File: src/rtl/rn_crossbar_pkg.sv
// rn_crossbar_pkg: state encoding, width helpers and constants shared by the rn_crossbar_nport slice.
// Flit widths default through the REQ_FLIT_WIDTH / RSP_FLIT_WIDTH macros when the build does not set them.
`ifndef REQ_FLIT_WIDTH
`define REQ_FLIT_WIDTH 32
`endif
`ifndef RSP_FLIT_WIDTH
`define RSP_FLIT_WIDTH 32
`endif

package rn_crossbar_pkg;

    typedef enum logic [2:0] {
        IDLE,
        REQ,
        WAIT_RSP,
        RSP,
        ERR
    } xbar_state_e;

    // Wide enough for any flit width in use; consumers slice off what they need.
    localparam int MAX_FLIT_WIDTH = 1024;
    localparam logic [MAX_FLIT_WIDTH-1:0] ERR_RSP_FLIT = '0;

    function automatic int sel_width(input int num_tgt);
        return $clog2(num_tgt + 1);
    endfunction

    function automatic int idx_width(input int num_tgt);
        return (num_tgt > 1) ? $clog2(num_tgt) : 1;
    endfunction

    function automatic int timer_width(input int timeout_cycles);
        return $clog2(timeout_cycles + 1);
    endfunction

endpackage

File: src/rtl/rn_xbar_timeout_ctr.sv
// rn_xbar_timeout_ctr: response timer for rn_crossbar_nport; only instantiated when
// RN_CROSSBAR_TIMEOUT_EN is defined. expire flags the last cycle the crossbar may wait.
module rn_xbar_timeout_ctr
    import rn_crossbar_pkg::*;
#(
    parameter int TIMEOUT_CYCLES = 256
) (
    input  logic clk,
    input  logic rst,
    input  logic clear,
    input  logic enable,
    output logic expire
);

    localparam int CNT_WIDTH = timer_width(TIMEOUT_CYCLES);

    logic [CNT_WIDTH-1:0] timer;

    assign expire = enable && (timer == CNT_WIDTH'(TIMEOUT_CYCLES - 1));

    // Holding at the limit keeps the count sane if the owner lingers after expiry.
    always_ff @(posedge clk) begin
        if (rst) begin
            timer <= '0;
        end else if (clear) begin
            timer <= '0;
        end else if (enable && !expire) begin
            timer <= timer + CNT_WIDTH'(1);
        end
    end

endmodule

File: src/rtl/rn_crossbar_nport.sv
// rn_crossbar_nport: single-initiator to NUM_TGT-target request/response crossbar, one transaction in flight.
// Define RN_CROSSBAR_TIMEOUT_EN to turn a target that never answers into an error response.
`ifndef REQ_FLIT_WIDTH
`define REQ_FLIT_WIDTH 32
`endif
`ifndef RSP_FLIT_WIDTH
`define RSP_FLIT_WIDTH 32
`endif

module rn_crossbar_nport
    import rn_crossbar_pkg::*;
#(
    parameter int REQ_FLIT_WIDTH = `REQ_FLIT_WIDTH,
    parameter int RSP_FLIT_WIDTH = `RSP_FLIT_WIDTH,
    parameter int NUM_TGT        = 4,
    parameter int SEL_WIDTH      = sel_width(NUM_TGT),
    parameter int TIMEOUT_CYCLES = 256
) (
    input  logic                              clk,
    input  logic                              rst,
    input  logic                              req_valid,
    output logic                              req_ready,
    input  logic [SEL_WIDTH-1:0]              sel,
    input  logic [REQ_FLIT_WIDTH-1:0]         req_flit,
    output logic [NUM_TGT-1:0]                tgt_req_valid,
    input  logic [NUM_TGT-1:0]                tgt_req_ready,
    output logic [NUM_TGT*REQ_FLIT_WIDTH-1:0] tgt_req_flit,
    input  logic [NUM_TGT-1:0]                tgt_rsp_valid,
    input  logic [NUM_TGT*RSP_FLIT_WIDTH-1:0] tgt_rsp_flit,
    output logic                              rsp_valid,
    input  logic                              rsp_ready,
    output logic [RSP_FLIT_WIDTH-1:0]         rsp_flit,
    output logic                              rsp_err,
    output logic                              busy
);

    localparam int IDX_WIDTH = idx_width(NUM_TGT);

    xbar_state_e                       state;
    logic [IDX_WIDTH-1:0]              tgt_idx;
    logic [IDX_WIDTH-1:0]              sel_idx;
    logic                              sel_valid;
    logic [NUM_TGT-1:0]                demux_valid;
    logic [NUM_TGT*REQ_FLIT_WIDTH-1:0] demux_flit;
    logic                              cur_req_ready;
    logic                              cur_rsp_valid;
    logic [RSP_FLIT_WIDTH-1:0]         cur_rsp_flit;
    logic                              timeout_expire;

    // Select 1..NUM_TGT maps to port sel-1; zero and anything past the last port is an error.
    assign sel_valid = (sel != '0) && (sel <= SEL_WIDTH'(NUM_TGT));
    assign sel_idx   = IDX_WIDTH'(sel - SEL_WIDTH'(1));

    // Request demux: only the selected slice carries the flit, every other slice stays zero.
    always_comb begin
        demux_valid = '0;
        demux_flit  = '0;
        for (int i = 0; i < NUM_TGT; i++) begin
            if (sel_idx == IDX_WIDTH'(i)) begin
                demux_valid[i]                                    = 1'b1;
                demux_flit[i*REQ_FLIT_WIDTH +: REQ_FLIT_WIDTH]    = req_flit;
            end
        end
    end

    // Handshake/response mux: only the locked target is ever observed.
    always_comb begin
        cur_req_ready = 1'b0;
        cur_rsp_valid = 1'b0;
        cur_rsp_flit  = '0;
        for (int i = 0; i < NUM_TGT; i++) begin
            if (tgt_idx == IDX_WIDTH'(i)) begin
                cur_req_ready = tgt_req_ready[i];
                cur_rsp_valid = tgt_rsp_valid[i];
                cur_rsp_flit  = tgt_rsp_flit[i*RSP_FLIT_WIDTH +: RSP_FLIT_WIDTH];
            end
        end
    end

`ifdef RN_CROSSBAR_TIMEOUT_EN
    rn_xbar_timeout_ctr #(
        .TIMEOUT_CYCLES(TIMEOUT_CYCLES)
    ) u_timeout (
        .clk    (clk),
        .rst    (rst),
        .clear  (state != WAIT_RSP),
        .enable (state == WAIT_RSP),
        .expire (timeout_expire)
    );
`else
    assign timeout_expire = 1'b0;
    wire unused_timeout_cfg = (TIMEOUT_CYCLES > 0);
`endif

    // tgt_req_flit doubles as the request holding register while the target is stalled.
    always_ff @(posedge clk) begin
        if (rst) begin
            state         <= IDLE;
            tgt_idx       <= '0;
            req_ready     <= 1'b1;
            busy          <= 1'b0;
            tgt_req_valid <= '0;
            tgt_req_flit  <= '0;
            rsp_valid     <= 1'b0;
            rsp_flit      <= '0;
            rsp_err       <= 1'b0;
        end else begin
            case (state)
                IDLE: begin
                    if (req_valid && req_ready) begin
                        req_ready <= 1'b0;
                        busy      <= 1'b1;
                        tgt_idx   <= sel_idx;
                        if (sel_valid) begin
                            state         <= REQ;
                            tgt_req_valid <= demux_valid;
                            tgt_req_flit  <= demux_flit;
                        end else begin
                            state     <= ERR;
                            rsp_valid <= 1'b1;
                            rsp_err   <= 1'b1;
                            rsp_flit  <= ERR_RSP_FLIT[RSP_FLIT_WIDTH-1:0];
                        end
                    end
                end
                REQ: begin
                    if (cur_req_ready) begin
                        state         <= WAIT_RSP;
                        tgt_req_valid <= '0;
                        tgt_req_flit  <= '0;
                    end
                end
                WAIT_RSP: begin
                    // A response in the expiry cycle still counts as a normal response.
                    if (cur_rsp_valid) begin
                        state     <= RSP;
                        rsp_valid <= 1'b1;
                        rsp_flit  <= cur_rsp_flit;
                        rsp_err   <= 1'b0;
                    end else if (timeout_expire) begin
                        state     <= ERR;
                        rsp_valid <= 1'b1;
                        rsp_err   <= 1'b1;
                        rsp_flit  <= ERR_RSP_FLIT[RSP_FLIT_WIDTH-1:0];
                    end
                end
                RSP, ERR: begin
                    if (rsp_ready) begin
                        state     <= IDLE;
                        req_ready <= 1'b1;
                        busy      <= 1'b0;
                        rsp_valid <= 1'b0;
                        rsp_flit  <= '0;
                        rsp_err   <= 1'b0;
                    end
                end
                default: begin
                    state         <= IDLE;
                    req_ready     <= 1'b1;
                    busy          <= 1'b0;
                    tgt_req_valid <= '0;
                    tgt_req_flit  <= '0;
                    rsp_valid     <= 1'b0;
                    rsp_flit      <= '0;
                    rsp_err       <= 1'b0;
                end
            endcase
        end
    end

endmodule
File: config.mk
export PLATFORM = sky130hd
export DESIGN_NAME = rn_crossbar_nport
export DESIGN_NICKNAME = d
export VERILOG_FILES = /design/src/rtl/rn_crossbar_pkg.sv /design/src/rtl/rn_xbar_timeout_ctr.sv /design/src/rtl/rn_crossbar_nport.sv
export SDC_FILE = /design/constraint.sdc
export NUM_CORES = 1
export LEC_CHECK = 0
export CAP_MARGIN = 20
export CORE_AREA = 2 2 133 135
export DETAILED_ROUTE_END_ITERATION = 8
export DIE_AREA = 0 0 135 137
export GPL_ROUTABILITY_DRIVEN = 0
export PLACE_DENSITY = 0.93
export SETUP_SLACK_MARGIN = 0.3
export SYNTH_ARGS = -nofsm -noshare
export SYNTH_HDL_FRONTEND = slang
export SYNTH_SLANG_ARGS = --single-unit
File: constraint.sdc
create_clock -name clk -period 4.1 [get_ports clk]
set_input_delay 0.615 -clock clk [delete_from_list [all_inputs] [get_ports clk]]
set_output_delay 0.615 -clock clk [all_outputs]
set_load 0.01 [all_outputs]
==> results.py <==
metrics = {
    "floorplanning": {
        "core-area_um2": 17100,
        "die_area_um2": 18500,
        "die_w_um": 135,
        "ios": 343,
        "rows": 48,
        "initial_core_util": 0.442,
        "die_y_um": 137,
    },
    "timing": {
        "period_share": 0.690,
        "setup_viol": 0,
        "slew_violations": 0,
        "fin_skew_ns": 0.00803,
        "fmax_mhz": 354,
        "worstMarginPinSlew_ns": 0.659,
        "finalSetupTns_ns": 0,
        "min_period_ns": 2.83,
        "rsz0062_at_grt": "false",
        "setup_ws_ns": 1.27,
        "finalHoldViolCount": 0,
        "relSlewSlack": 0.560,
        "timing.hold.ws_ns": 0.452,
    },
    "clocking": {
        "cts.sinks": 173,
        "cts_buffer_depth": 2,
        "root_buffer": "clkbuf_16",
        "cts-resized-gates": 0,
        "cts_tree": "yes",
        "clkTransAtPathRegs_ns": 0.07,
        "cts_buffers": 17,
        "htreeDepth": 4,
        "post_cts_hold_buffer_count": 0,
        "clkLatencyLatePin_ns": 0.42,
        "post_cts_buffers": 0,
    },
    "global_routing": {
        "grt_overflow": 0,
        "grt_pass1_vias": 7230,
        "grt_max_degree": 114,
        "antenna_found_initial": 3,
        "gr-usage-all-layers": 0.271,
        "grt_first_pass_wirelength_um": 38400,
    },
    "power": {
        "p_sw_mw": 1.97,
        "powerDensity_nw_per_um2": 496,
        "power_frac_clock": 0.305,
        "total_power_mw": 5.78,
        "ir_worst_vdd_uv": 375,
        "swShare": 0.341,
        "p_int_mw": 3.81,
        "pwr-share-comb": 0.354,
        "seq_power_share": 0.342,
        "p_leak_nw": 4.05,
    },
    "route": {
        "ant_nets": 0,
        "wl_per_cell_um": 18.5,
        "via_per_inst": 5.44,
        "wirelength_um": 25700,
        "drt_iter0_markers": 529,
        "first_pass_iters": 7,
        "drcViolationCount": 0,
        "vias": 7533,
    },
    "job": {
        "drv_cap": 0,
    },
    "finish": {
        "final_cell_mix": "342 x clkdlybuf4s50_1, 173 x nand2_1, 172 x dfxtp_1, 128 x nand3_1, 128 x o21ai_0",
        "final_cell_area_um2": 11700,
        "area_growth_syn_to_layout_pct": 54.8,
        "nNetsFinal": 1323,
        "drive_gt1_frac": 0.0761,
        "layout_commonest_cell": "clkdlybuf4s50_1",
    },
    "synthesis": {
        "netlist_area_um2": 7530,
        "ys_seq_area_frac": 0.460,
        "synth-main-ff-cell": "dfxtp_1",
        "netlist_instances": 850,
        "async_flop_share": 0,
        "synth_seq_cells": 173,
        "synth_fp_nets": 1030,
        "synth.distinct_cells": 40,
        "avgSynthCellArea_um2": 8.86,
        "synth_edf_count": 0,
        "synth_warnings": 0,
    },
    "placed_design": {
        "port_buffers": 342,
        "dpl_cell_area_um2": 11000,
        "pre_cts_slack_ns": 0.867,
        "dp_hpwl_um": 18400,
    },
    "critical_path": {
        "cp_data_arrival_time_ns": 3.18,
        "endpoint_kind": "register",
        "cp-start-kind": "input port",
        "required_ns": 4.45,
        "critPathMaxFanout": 112,
        "path_class": "input port to register",
    },
    "worst_hold_path": {
        "hold_path_class": "register to register",
    },
    "run_status": {
        "status": "finished clean",
    },
}
[state kept, by name, indices dropped and copies added (netlist names)]
register / cells
rsp_flit: 32
req_ready: 1
rsp_valid: 1
tgt_req_valid: 4
rsp_err: 1
state: 3
tgt_idx: 2
tgt_req_flit: 128
busy: 1
[routing by layer]
layer / share of wire / wire length, um / GRT usage
met5: 0 / 0 / 0
met4: 0.039 / 1010 / 0.130
met2: 0.51 / 13000 / 0.479
met3: 0.096 / 2470 / 0.0859
met1: 0.36 / 9180 / 0.295
[power groups by stage]
stage | combinational, mW | clock (mW) | sequential, mW
floorplan | 1.37 | 0 | 2.01
global placement | 1.99 | 0 | 2.00
detailed placement | 2.04 | 0 | 2.01
CTS | 2.04 | 1.79 | 1.97
global route | 2.20 | 1.86 | 1.99
finish | 2.04 | 1.76 | 1.98
[final timing paths]
check                          startpoint                        endpoint  slack, ns  cells after the start
hold reg to reg    rsp_valid$_SDFFE_PP0P_          rsp_valid$_SDFFE_PP0P_       0.45                      2
setup / recovery                   sel[0]  tgt_req_flit[122]$_SDFFE_PP0P_       1.27                     10
setup reg to reg  tgt_idx[1]$_SDFFE_PP0P_  tgt_req_flit[122]$_SDFFE_PP0P_       1.56                      8
hold / removal     rsp_valid$_SDFFE_PP0P_          rsp_valid$_SDFFE_PP0P_       0.45                      2
[kinds of logic (layout without fill, tap and decap cells)]
family	count (synthesis)	count (layout)	synth area share
buffers and inverters	87	393	0.0563
XOR/XNOR	3	3	0.00349
flip-flops	173	173	0.460
other	0	3	0
multiplexers	67	67	0.144
AO/OA/AOI/OAI	159	159	0.113
AND/OR/NAND/NOR	356	356	0.215
adder cells (fa/ha/maj)	5	5	0.00830
[synthesized netlist by cell type (2+ instances only)]
master,count,share of area
mux2_2,2,0.0030
o21a_1,3,0.0030
o21ai_0,128,0.085
and2_1,4,0.0033
nor2_1,9,0.0045
o21ai_1,7,0.0046
buf_2,24,0.016
a211oi_1,3,0.0030
mux2i_1,32,0.043
inv_1,5,0.0025
mux4_2,33,0.099
a21oi_1,6,0.0040
dfxtp_1,173,0.46
xnor2_1,2,0.0023
ha_1,5,0.0083
clkbuf_1,42,0.021
nor3_1,2,0.0013
buf_1,5,0.0025
nand2_1,173,0.086
a22oi_1,2,0.0020
buf_6,7,0.010
nand2b_1,35,0.029
nand3_1,128,0.085
buf_4,4,0.0040
[critical path, stage by stage]
cell             delay [ns]
clkdlybuf4s50_1        0.53
inv_1                  0.10
ha_1                   0.24
xnor2_1                0.26
nand4_1                0.19
a21oi_4                0.21
buf_12                 0.36
buf_4                  0.40
nand3_1                0.13
o21ai_0                0.10
[through the flow]
| stage | cells | utilization |
|---|---|---|
| detailed placement | 1349 | 0.646 |
| finish | 1384 | 0.684 |
| CTS | 1381 | 0.683 |
| global placement | 1349 | 0.646 |
| global route | 1384 | 0.684 |
| floorplan | 850 | - |
[area by class of cell]
cell class	instances	area, um2
inverters	5	18.8
repair buffers	356	3570
flip-flops and latches	173	3460
clock buffers	18	439
multi-input cells	590	3680
well taps	225	282
diodes	3	7.51
fillers	1283	5400
clock inverters	14	201
No activity file was read; power rests on OpenSTA's default activity.
